## src/rtl/id_stage_pkg.sv

```systemverilog
`default_nettype none
// ============================================================================
//  Module      : id_stage_pkg
//  Description : Shared opcode/funct constants, forwarding encodings and
//                decode helper for the decode stage and its neighbours.
//  Revision    : 1.0 - initial release
// ============================================================================
package id_stage_pkg;

    localparam logic [5:0] c_op_special = 6'b000000;
    localparam logic [5:0] c_op_beq     = 6'b000100;
    localparam logic [5:0] c_op_j       = 6'b000010;
    localparam logic [5:0] c_op_jal     = 6'b000011;
    localparam logic [5:0] c_op_ori     = 6'b001101;
    localparam logic [5:0] c_op_lui     = 6'b001111;
    localparam logic [5:0] c_funct_jr   = 6'b001000;

    localparam logic [1:0] c_fwd_grf = 2'd0;
    localparam logic [1:0] c_fwd_e   = 2'd1;
    localparam logic [1:0] c_fwd_m   = 2'd2;

    localparam logic [31:0] c_reset_pc = 32'h0000_3000;

    typedef struct packed {
        logic beq;
        logic j;
        logic jal;
        logic jr;
        logic ori;
        logic lui;
    } dec_t;

    function automatic dec_t decode(input logic [31:0] instr);
        dec_t       d;
        logic [5:0] op;
        logic [5:0] funct;
        op     = instr[31:26];
        funct  = instr[5:0];
        d.beq  = (op == c_op_beq);
        d.j    = (op == c_op_j);
        d.jal  = (op == c_op_jal);
        d.jr   = (op == c_op_special) && (funct == c_funct_jr);
        d.ori  = (op == c_op_ori);
        d.lui  = (op == c_op_lui);
        return d;
    endfunction

endpackage
`default_nettype wire

```

## src/rtl/id_stage_grf.sv

```systemverilog
`default_nettype none
// ============================================================================
//  Module      : id_stage_grf
//  Description : 32x32 general register file, two combinational read ports
//                with write-through bypass; $0 is hard-wired to zero.
//  Revision    : 1.0 - initial release
// ============================================================================
module id_stage_grf (
    input  logic        clk,
    input  logic        rst,
    input  logic        i_w_en,
    input  logic [4:0]  i_w_addr,
    input  logic [31:0] i_w_data,
    input  logic [4:0]  i_ra_addr,
    input  logic [4:0]  i_rb_addr,
    output logic [31:0] o_ra_data,
    output logic [31:0] o_rb_data
);

    logic [31:0][31:0] regs_q;
    logic [31:0][31:0] regs_d;
    logic              w_wr;

    assign w_wr = i_w_en && (i_w_addr != 5'd0);

    always_comb begin
        regs_d = regs_q;
        if (w_wr) begin
            regs_d[i_w_addr] = i_w_data;
        end
    end

    always_ff @(posedge clk) begin
        if (rst) begin
            regs_q <= '0;
        end else begin
            regs_q <= regs_d;
        end
    end

    // Bypass lets write-back and decode share a cycle without a hazard stall.
    always_comb begin
        if (i_ra_addr == 5'd0) begin
            o_ra_data = 32'd0;
        end else if (w_wr && (i_w_addr == i_ra_addr)) begin
            o_ra_data = i_w_data;
        end else begin
            o_ra_data = regs_q[i_ra_addr];
        end

        if (i_rb_addr == 5'd0) begin
            o_rb_data = 32'd0;
        end else if (w_wr && (i_w_addr == i_rb_addr)) begin
            o_rb_data = i_w_data;
        end else begin
            o_rb_data = regs_q[i_rb_addr];
        end
    end

endmodule
`default_nettype wire

```

## src/rtl/id_stage.sv

```systemverilog
`default_nettype none
// ============================================================================
//  Module      : id_stage
//  Description : MIPS decode stage - IF/ID register, GRF, operand forwarding,
//                branch/jump resolution and immediate extension.
//  Revision    : 1.0 - initial release
// ============================================================================
module id_stage
    import id_stage_pkg::*;
#(
    parameter logic [31:0] RESET_PC = c_reset_pc
) (
    input  logic        clk,
    input  logic        reset,
    input  logic        stall,
    input  logic [31:0] instr_f,
    input  logic [31:0] pc_f,
    input  logic [31:0] pc8_f,
    input  logic        w_en,
    input  logic [4:0]  w_addr,
    input  logic [31:0] w_data,
    input  logic [1:0]  fwd_rs_sel,
    input  logic [1:0]  fwd_rt_sel,
    input  logic [31:0] fwd_e_data,
    input  logic [31:0] fwd_m_data,
    output logic        B,
    output logic [31:0] offset,
    output logic        J,
    output logic [25:0] index,
    output logic        Jr,
    output logic [31:0] addr,
    output logic [31:0] instr_d,
    output logic [31:0] pc_d,
    output logic [31:0] pc8_d,
    output logic [4:0]  rs_addr,
    output logic [4:0]  rt_addr,
    output logic [31:0] rs_data,
    output logic [31:0] rt_data,
    output logic [31:0] imm_ext
);

    logic [31:0] ifid_instr_q, ifid_instr_d;
    logic [31:0] ifid_pc_q,    ifid_pc_d;
    logic [31:0] ifid_pc8_q,   ifid_pc8_d;

    logic [31:0] w_grf_rs;
    logic [31:0] w_grf_rt;
    logic [15:0] w_imm16;
    dec_t        w_dec;

    always_comb begin
        ifid_instr_d = stall ? ifid_instr_q : instr_f;
        ifid_pc_d    = stall ? ifid_pc_q    : pc_f;
        ifid_pc8_d   = stall ? ifid_pc8_q   : pc8_f;
    end

    always_ff @(posedge clk) begin
        if (reset) begin
            ifid_instr_q <= 32'd0;
            ifid_pc_q    <= RESET_PC;
            ifid_pc8_q   <= RESET_PC + 32'd8;
        end else begin
            ifid_instr_q <= ifid_instr_d;
            ifid_pc_q    <= ifid_pc_d;
            ifid_pc8_q   <= ifid_pc8_d;
        end
    end

    assign instr_d = ifid_instr_q;
    assign pc_d    = ifid_pc_q;
    assign pc8_d   = ifid_pc8_q;
    assign rs_addr = ifid_instr_q[25:21];
    assign rt_addr = ifid_instr_q[20:16];
    assign w_imm16 = ifid_instr_q[15:0];

    id_stage_grf u_grf (
        .clk       (clk),
        .rst       (reset),
        .i_w_en    (w_en),
        .i_w_addr  (w_addr),
        .i_w_data  (w_data),
        .i_ra_addr (rs_addr),
        .i_rb_addr (rt_addr),
        .o_ra_data (w_grf_rs),
        .o_rb_data (w_grf_rt)
    );

    always_comb begin
        case (fwd_rs_sel)
            c_fwd_e: rs_data = fwd_e_data;
            c_fwd_m: rs_data = fwd_m_data;
            default: rs_data = w_grf_rs;
        endcase
        case (fwd_rt_sel)
            c_fwd_e: rt_data = fwd_e_data;
            c_fwd_m: rt_data = fwd_m_data;
            default: rt_data = w_grf_rt;
        endcase
    end

    assign w_dec = decode(ifid_instr_q);

    // A stalled branch must not redirect fetch; it re-resolves once released.
    assign B      = w_dec.beq && (rs_data == rt_data) && !stall;
    assign J      = (w_dec.j || w_dec.jal) && !stall;
    assign Jr     = w_dec.jr && !stall;
    assign addr   = rs_data;
    assign offset = {{14{w_imm16[15]}}, w_imm16, 2'b00};
    assign index  = ifid_instr_q[25:0];

    always_comb begin
        if (w_dec.ori) begin
            imm_ext = {16'd0, w_imm16};
        end else if (w_dec.lui) begin
            imm_ext = {w_imm16, 16'd0};
        end else begin
            imm_ext = {{16{w_imm16[15]}}, w_imm16};
        end
    end

endmodule
`default_nettype wire

```

## config.mk

```make
export PLATFORM = sky130hd
export DESIGN_NAME = id_stage
export DESIGN_NICKNAME = d
export VERILOG_FILES = /design/src/rtl/id_stage_pkg.sv /design/src/rtl/id_stage_grf.sv /design/src/rtl/id_stage.sv
export SDC_FILE = /design/constraint.sdc
export NUM_CORES = 2
export LEC_CHECK = 0
export ABC_CLOCK_PERIOD_IN_PS = 4350
export CORE_MARGIN = 1.5
export CORE_UTILIZATION = 33
export DETAILED_ROUTE_END_ITERATION = 16
export MAX_ROUTING_LAYER = met4
export SYNTH_ARGS = -nofsm -noshare
export SYNTH_HDL_FRONTEND = slang
export SYNTH_SLANG_ARGS = --single-unit
export TNS_END_PERCENT = 1
```

## constraint.sdc

```tcl
create_clock -name clk -period 4.35 [get_ports clk]
set_input_delay 1.0875 -clock clk [delete_from_list [all_inputs] [get_ports clk]]
set_output_delay 1.0875 -clock clk [all_outputs]
set_load 0.1 [all_outputs]
```

==> impl_summary.txt <==
----------------------------------------------------
[Pwr]
  Portion of total power attributed to the clock network ... 40.5%
  Reg power frac ... 37.0%
  Leakage Power ... 28.2 nW
  Net switching power ... 9.04 mW
  Pwr Density ... 353 nW/um^2
  Switching share of power ... 31.8%
  Worst voltage drop across the vdd grid ... 0.441 mV
  Internal Dissipation ... 19.4 mW
  Relative contribution of combinational cells to total power ... 22.5%

[Drt]
  Antenna viol nets, final ... 0
  Vias per std cell ... 6.07
  Post-route DRC ... 0
  Number of DRC markers in iteration 0 ... 10019
  Drt first pass iters ... 9
  Routed Wire Length ... 334 mm
  Average wire per cell in the routed design ... 32.9 microns
  Number of vias in the routed layout ... 61730

[Setup path]
  Cell repeated most along the worst path ... sky130_fd_sc_hd__buf_4
  Crit Path Class ... flop to primary output
  Required time at the endpoint of the critical path ... 3.26 ns
  Largest incremental delay on the critical path ... 0.63 ns
  Startpoint type of the worst setup path ... flop
  Reg-to-Reg End ... instr_d[24]
  Crit path buf inv count ... 5
  Cell with the largest stage delay on the worst path ... sky130_fd_sc_hd__dfxtp_2
  Critical path launch point ... instr_d[24]
  Critical Path AT ... 4.65 ns
  Depth of the worst register-to-register path ... 4
  CP Cell Sequence ... buf_4 -> and2_1 -> buf_4 -> a32o_1 -> o31a_1 -> nor2_1 -> nor4b_4 -> buf_4 -> nand4_1 -> nor4_4 -> buf_6 -> buf_12
  Number of stages on the worst setup path ... 12
  Cell family contributing the most delay on the critical path ... simple AND/OR/NAND/NOR gates
  Worst Setup End Kind ... primary output
  Worst reg2reg path startpoint ... instr_d[24]
  Flop-to-flop setup slack ... 2.87 ns
  Critical Path Fanout Max ... 7
  Capturing element of the worst setup path ... B

[Cells and area]
  Fillers ... 16761
  Number of nets at the end of the flow ... 7897
  Final Cell Area ... 80600 sq um
  Growth of design area from synthesis to finish ... 36.5%
  Number of cells in the finished layout apart from fillers ... 10162
  Fraction of layout cells with a size suffix above 1 ... 27.2%

[Timing]
  Total of endpoints with negative setup slack in the final report ... 97
  Clock Skews ... 0 ns
  Slack of the critical path ... -1.38 ns
  Worst slack on hold paths ... 0.465 ns
  Number of failing hold endpoints at the final stage ... 0
  Minimum clock period ... 5.73 ns
  F_max ... 174 MHz
  Final Max Tran Viols ... 0
  Slew margin rel. ... 16.6%
  Slew of the pin with the lowest slew margin ... 1.25 ns
  Final worst-path cycle share ... 132%
  RSZ-0062 raised after global routing ... yes

[Floorplan]
  I/O Pins ... 500
  Die footprint ... 181000 sq um
  Die height ... 426 microns
  Effective utilization at floorplan ... 33.1%
  # rows ... 155
  Die W ... 426 microns
  Std-Cell Core Area ... 178000 sq um

[Synthesis]
  Leading area contributor after synthesis ... sky130_fd_sc_hd__dfxtp_1
  Register bit total from synthesis ... 1120
  Synth Instances ... 6839
  Area fraction of the dominant cell type after synthesis ... 38.0%
  Top area cells in the synthesized netlist ... sky130_fd_sc_hd__dfxtp_1 38%, sky130_fd_sc_hd__mux4_2 15%, sky130_fd_sc_hd__nand2_1 14%
  Library cells used by synthesis ... 92
  Yosys warns ... 0
  Post-synthesis async set-or-reset flop share ... 0%
  Mean instance size in the synthesized netlist ... 8.63 sq um
  Sequential-to-total area share from yosys stat ... 38.0%
  Synth Flop Type ... sky130_fd_sc_hd__dfxtp_1
  Number of enable-type register cells in the synthesized netlist ... 0
  Mapped cell area ... 59000 sq um

[Placed design]
  Placement Cell Area ... 73800 sq um
  Post-Place Cells ... 9852
  Number of port buffers ... 497
  Gpl congestion ... 1.08
  Half-perimeter wire length of the detailed placement result ... 230 mm

[CTS]
  H-tree lvl count ... 4
  Worst skew pair latency ... 0.79 ns
  Total clock buffers created by CTS ... 130
  Clock transition at the register clock pins on the worst setup and hold paths after CTS ... 0.06 ns
  Root Buffer Master ... sky130_fd_sc_hd__clkbuf_16
  Clock tree from TritonCTS ... built
  Num Clock Sinks ... 1120
  Maximum count of clock buffers along a single path ... 3

[Run status]
  Violations in the final reports ... setup timing
  Outcome ... complete, but fails checks

[Global route]
  Wire length of the first global-routing pass ... 455 mm
  Number of antenna violations at the first check in global routing ... 39
  Largest net degree at the start of global routing ... 112
  Grt ovf ... 0
  Vias in the first global route ... 57440
  Total routing usage reported by global routing ... 36.7%

[Hold path]
  Min-delay worst type ... flop to flop

[Flow run]
  Number of violations of the max-capacitance limit ... 0

----------------------------------------------------
==> power groups by stage <==
stage               combinational, mW  clock, mW  sequential (mW)
detailed placement               5.91          0             10.7
CTS                              6.14       11.5             10.5
floorplan                        2.87          0             11.1
global route                     6.45       12.0             10.5
global placement                 5.91          0             10.7
finish                           6.40       11.5             10.5
==> area by class of cell <==
class | instances | area (sq um) | share of cell area, %
clock buffers | 193 | 3890 | 4.83
clock inverters | 39 | 515 | 0.640
inverters | 18 | 81.3 | 0.101
diodes | 19 | 47.5 | 0.0590
well taps | 2355 | 2950 | 3.66
flip-flops and latches | 1120 | 22500 | 27.9
multi-input cells | 4919 | 34400 | 42.7
repair buffers | 1499 | 16200 | 20.1
==> registers in the layout (all words and copies together) (netlist names) <==
name	cells
pc8_d	32
instr_d	32
pc_d	32
u_grf.regs_q	1024
==> worst min-delay path by stage <==
stage,cells past startpoint,to,startpoint
2_1_floorplan,2,u_grf.regs_q[737],u_grf.regs_q[737]
3_3_place_gp,2,u_grf.regs_q[878],u_grf.regs_q[878]
3_5_place_dp,1,pc_d[12],pc_d[12]
4_1_cts,2,u_grf.regs_q[654],u_grf.regs_q[654]
5_1_grt,1,pc_d[12],pc_d[12]
6_report,2,u_grf.regs_q[139],u_grf.regs_q[139]
==> logic make-up (layout without fill, tap and decap cells) <==
group	count (synthesis)	count (layout)	synth area share, %
and+or+nand+nor	2596	2596	17.7
AOI/OAI and AO/OA	1480	1480	14.5
DFF	1120	1120	38.0
buffers and inverters	801	1749	6.74
muxes	799	799	22.4
xor gates and xnor gates	38	38	0.564
adders and majority gates	4	4	0.0848
other	1	21	0.00636
==> layout by cell type, fill, tap and decap left out, types with 24 or more instances in the layout <==
cell and count:
sky130_fd_sc_hd__a22oi_1 122, sky130_fd_sc_hd__nand2_2 35, sky130_fd_sc_hd__buf_4 787, sky130_fd_sc_hd__clkbuf_16 136, sky130_fd_sc_hd__o21ai_0 35, sky130_fd_sc_hd__clkbuf_1 30, sky130_fd_sc_hd__clkdlybuf4s50_1 327, sky130_fd_sc_hd__a21oi_1 1020
sky130_fd_sc_hd__buf_12 283, sky130_fd_sc_hd__nor2_4 33, sky130_fd_sc_hd__dfxtp_1 1110, sky130_fd_sc_hd__mux2i_1 340, sky130_fd_sc_hd__mux4_2 406, sky130_fd_sc_hd__clkbuf_8 27, sky130_fd_sc_hd__buf_6 71, sky130_fd_sc_hd__o22ai_2 27
sky130_fd_sc_hd__mux2_2 24, sky130_fd_sc_hd__nor2b_1 69, sky130_fd_sc_hd__nand2_1 2094, sky130_fd_sc_hd__nor2_1 175
==> routing by layer <==
| layer | GRT usage [%] | vias to the layer above | share of wire [%] |
|---|---|---|---|
| met5 | - | - | 0 |
| met2 | 50.8 | 4805 | 41 |
| met3 | 11.8 | 1376 | 13 |
| met1 | 44.6 | 30052 | 36 |
| met4 | 26.3 | 0 | 9.0 |
| li1 | - | 25497 | - |
==> synth_stat cells, types with 17 or more instances <==
cell type,n
sky130_fd_sc_hd__a21oi_1,1030
sky130_fd_sc_hd__nor2_1,213
sky130_fd_sc_hd__and3_1,19
sky130_fd_sc_hd__nand3_1,26
sky130_fd_sc_hd__mux2i_1,358
sky130_fd_sc_hd__xnor2_1,24
sky130_fd_sc_hd__buf_2,91
sky130_fd_sc_hd__a221o_1,21
sky130_fd_sc_hd__dfxtp_1,1120
sky130_fd_sc_hd__clkbuf_1,488
sky130_fd_sc_hd__a22oi_1,130
sky130_fd_sc_hd__o21ai_0,42
sky130_fd_sc_hd__o22ai_1,53
sky130_fd_sc_hd__nand2_1,2134
sky130_fd_sc_hd__nor3_1,21
sky130_fd_sc_hd__nor2b_1,76
sky130_fd_sc_hd__buf_1,25
sky130_fd_sc_hd__buf_4,136
sky130_fd_sc_hd__mux4_2,400
sky130_fd_sc_hd__a21o_1,17
sky130_fd_sc_hd__a221oi_1,22
sky130_fd_sc_hd__a211oi_1,19
sky130_fd_sc_hd__buf_6,29
sky130_fd_sc_hd__mux2_2,30
==> per-stage QoR <==
step	power, mW	TNS (ns)	util, %	setup slack (ns)
3_5_place_dp	16.6	-44.18	41.4	-1.79
6_report	28.4	-26.20	45.2	-1.38
3_3_place_gp	16.6	-40.96	41.4	-1.77
4_1_cts	28.2	-24.36	44.8	-1.26
2_1_floorplan	13.9	-12.11	-	-1.71
5_1_grt	28.9	-29.30	45.2	-1.43
==> tightest hold or removal path, cell delays in order (launching register included) <==
cell and delay, ns:
sky130_fd_sc_hd__dfxtp_1 0.31, sky130_fd_sc_hd__nand2_1 0.05, sky130_fd_sc_hd__a21oi_1 0.05
==> timing repair <==
action / in CTS / in global routing
gates resized for setup: 246 / 129
setup endpoints to repair: 97 / 97
hold buffers: 0 / 0
setup buffers: 39 / 16
cloned: 4 / 0
pin swaps: 53 / 34
No activity file was read; power rests on OpenSTA's default activity.
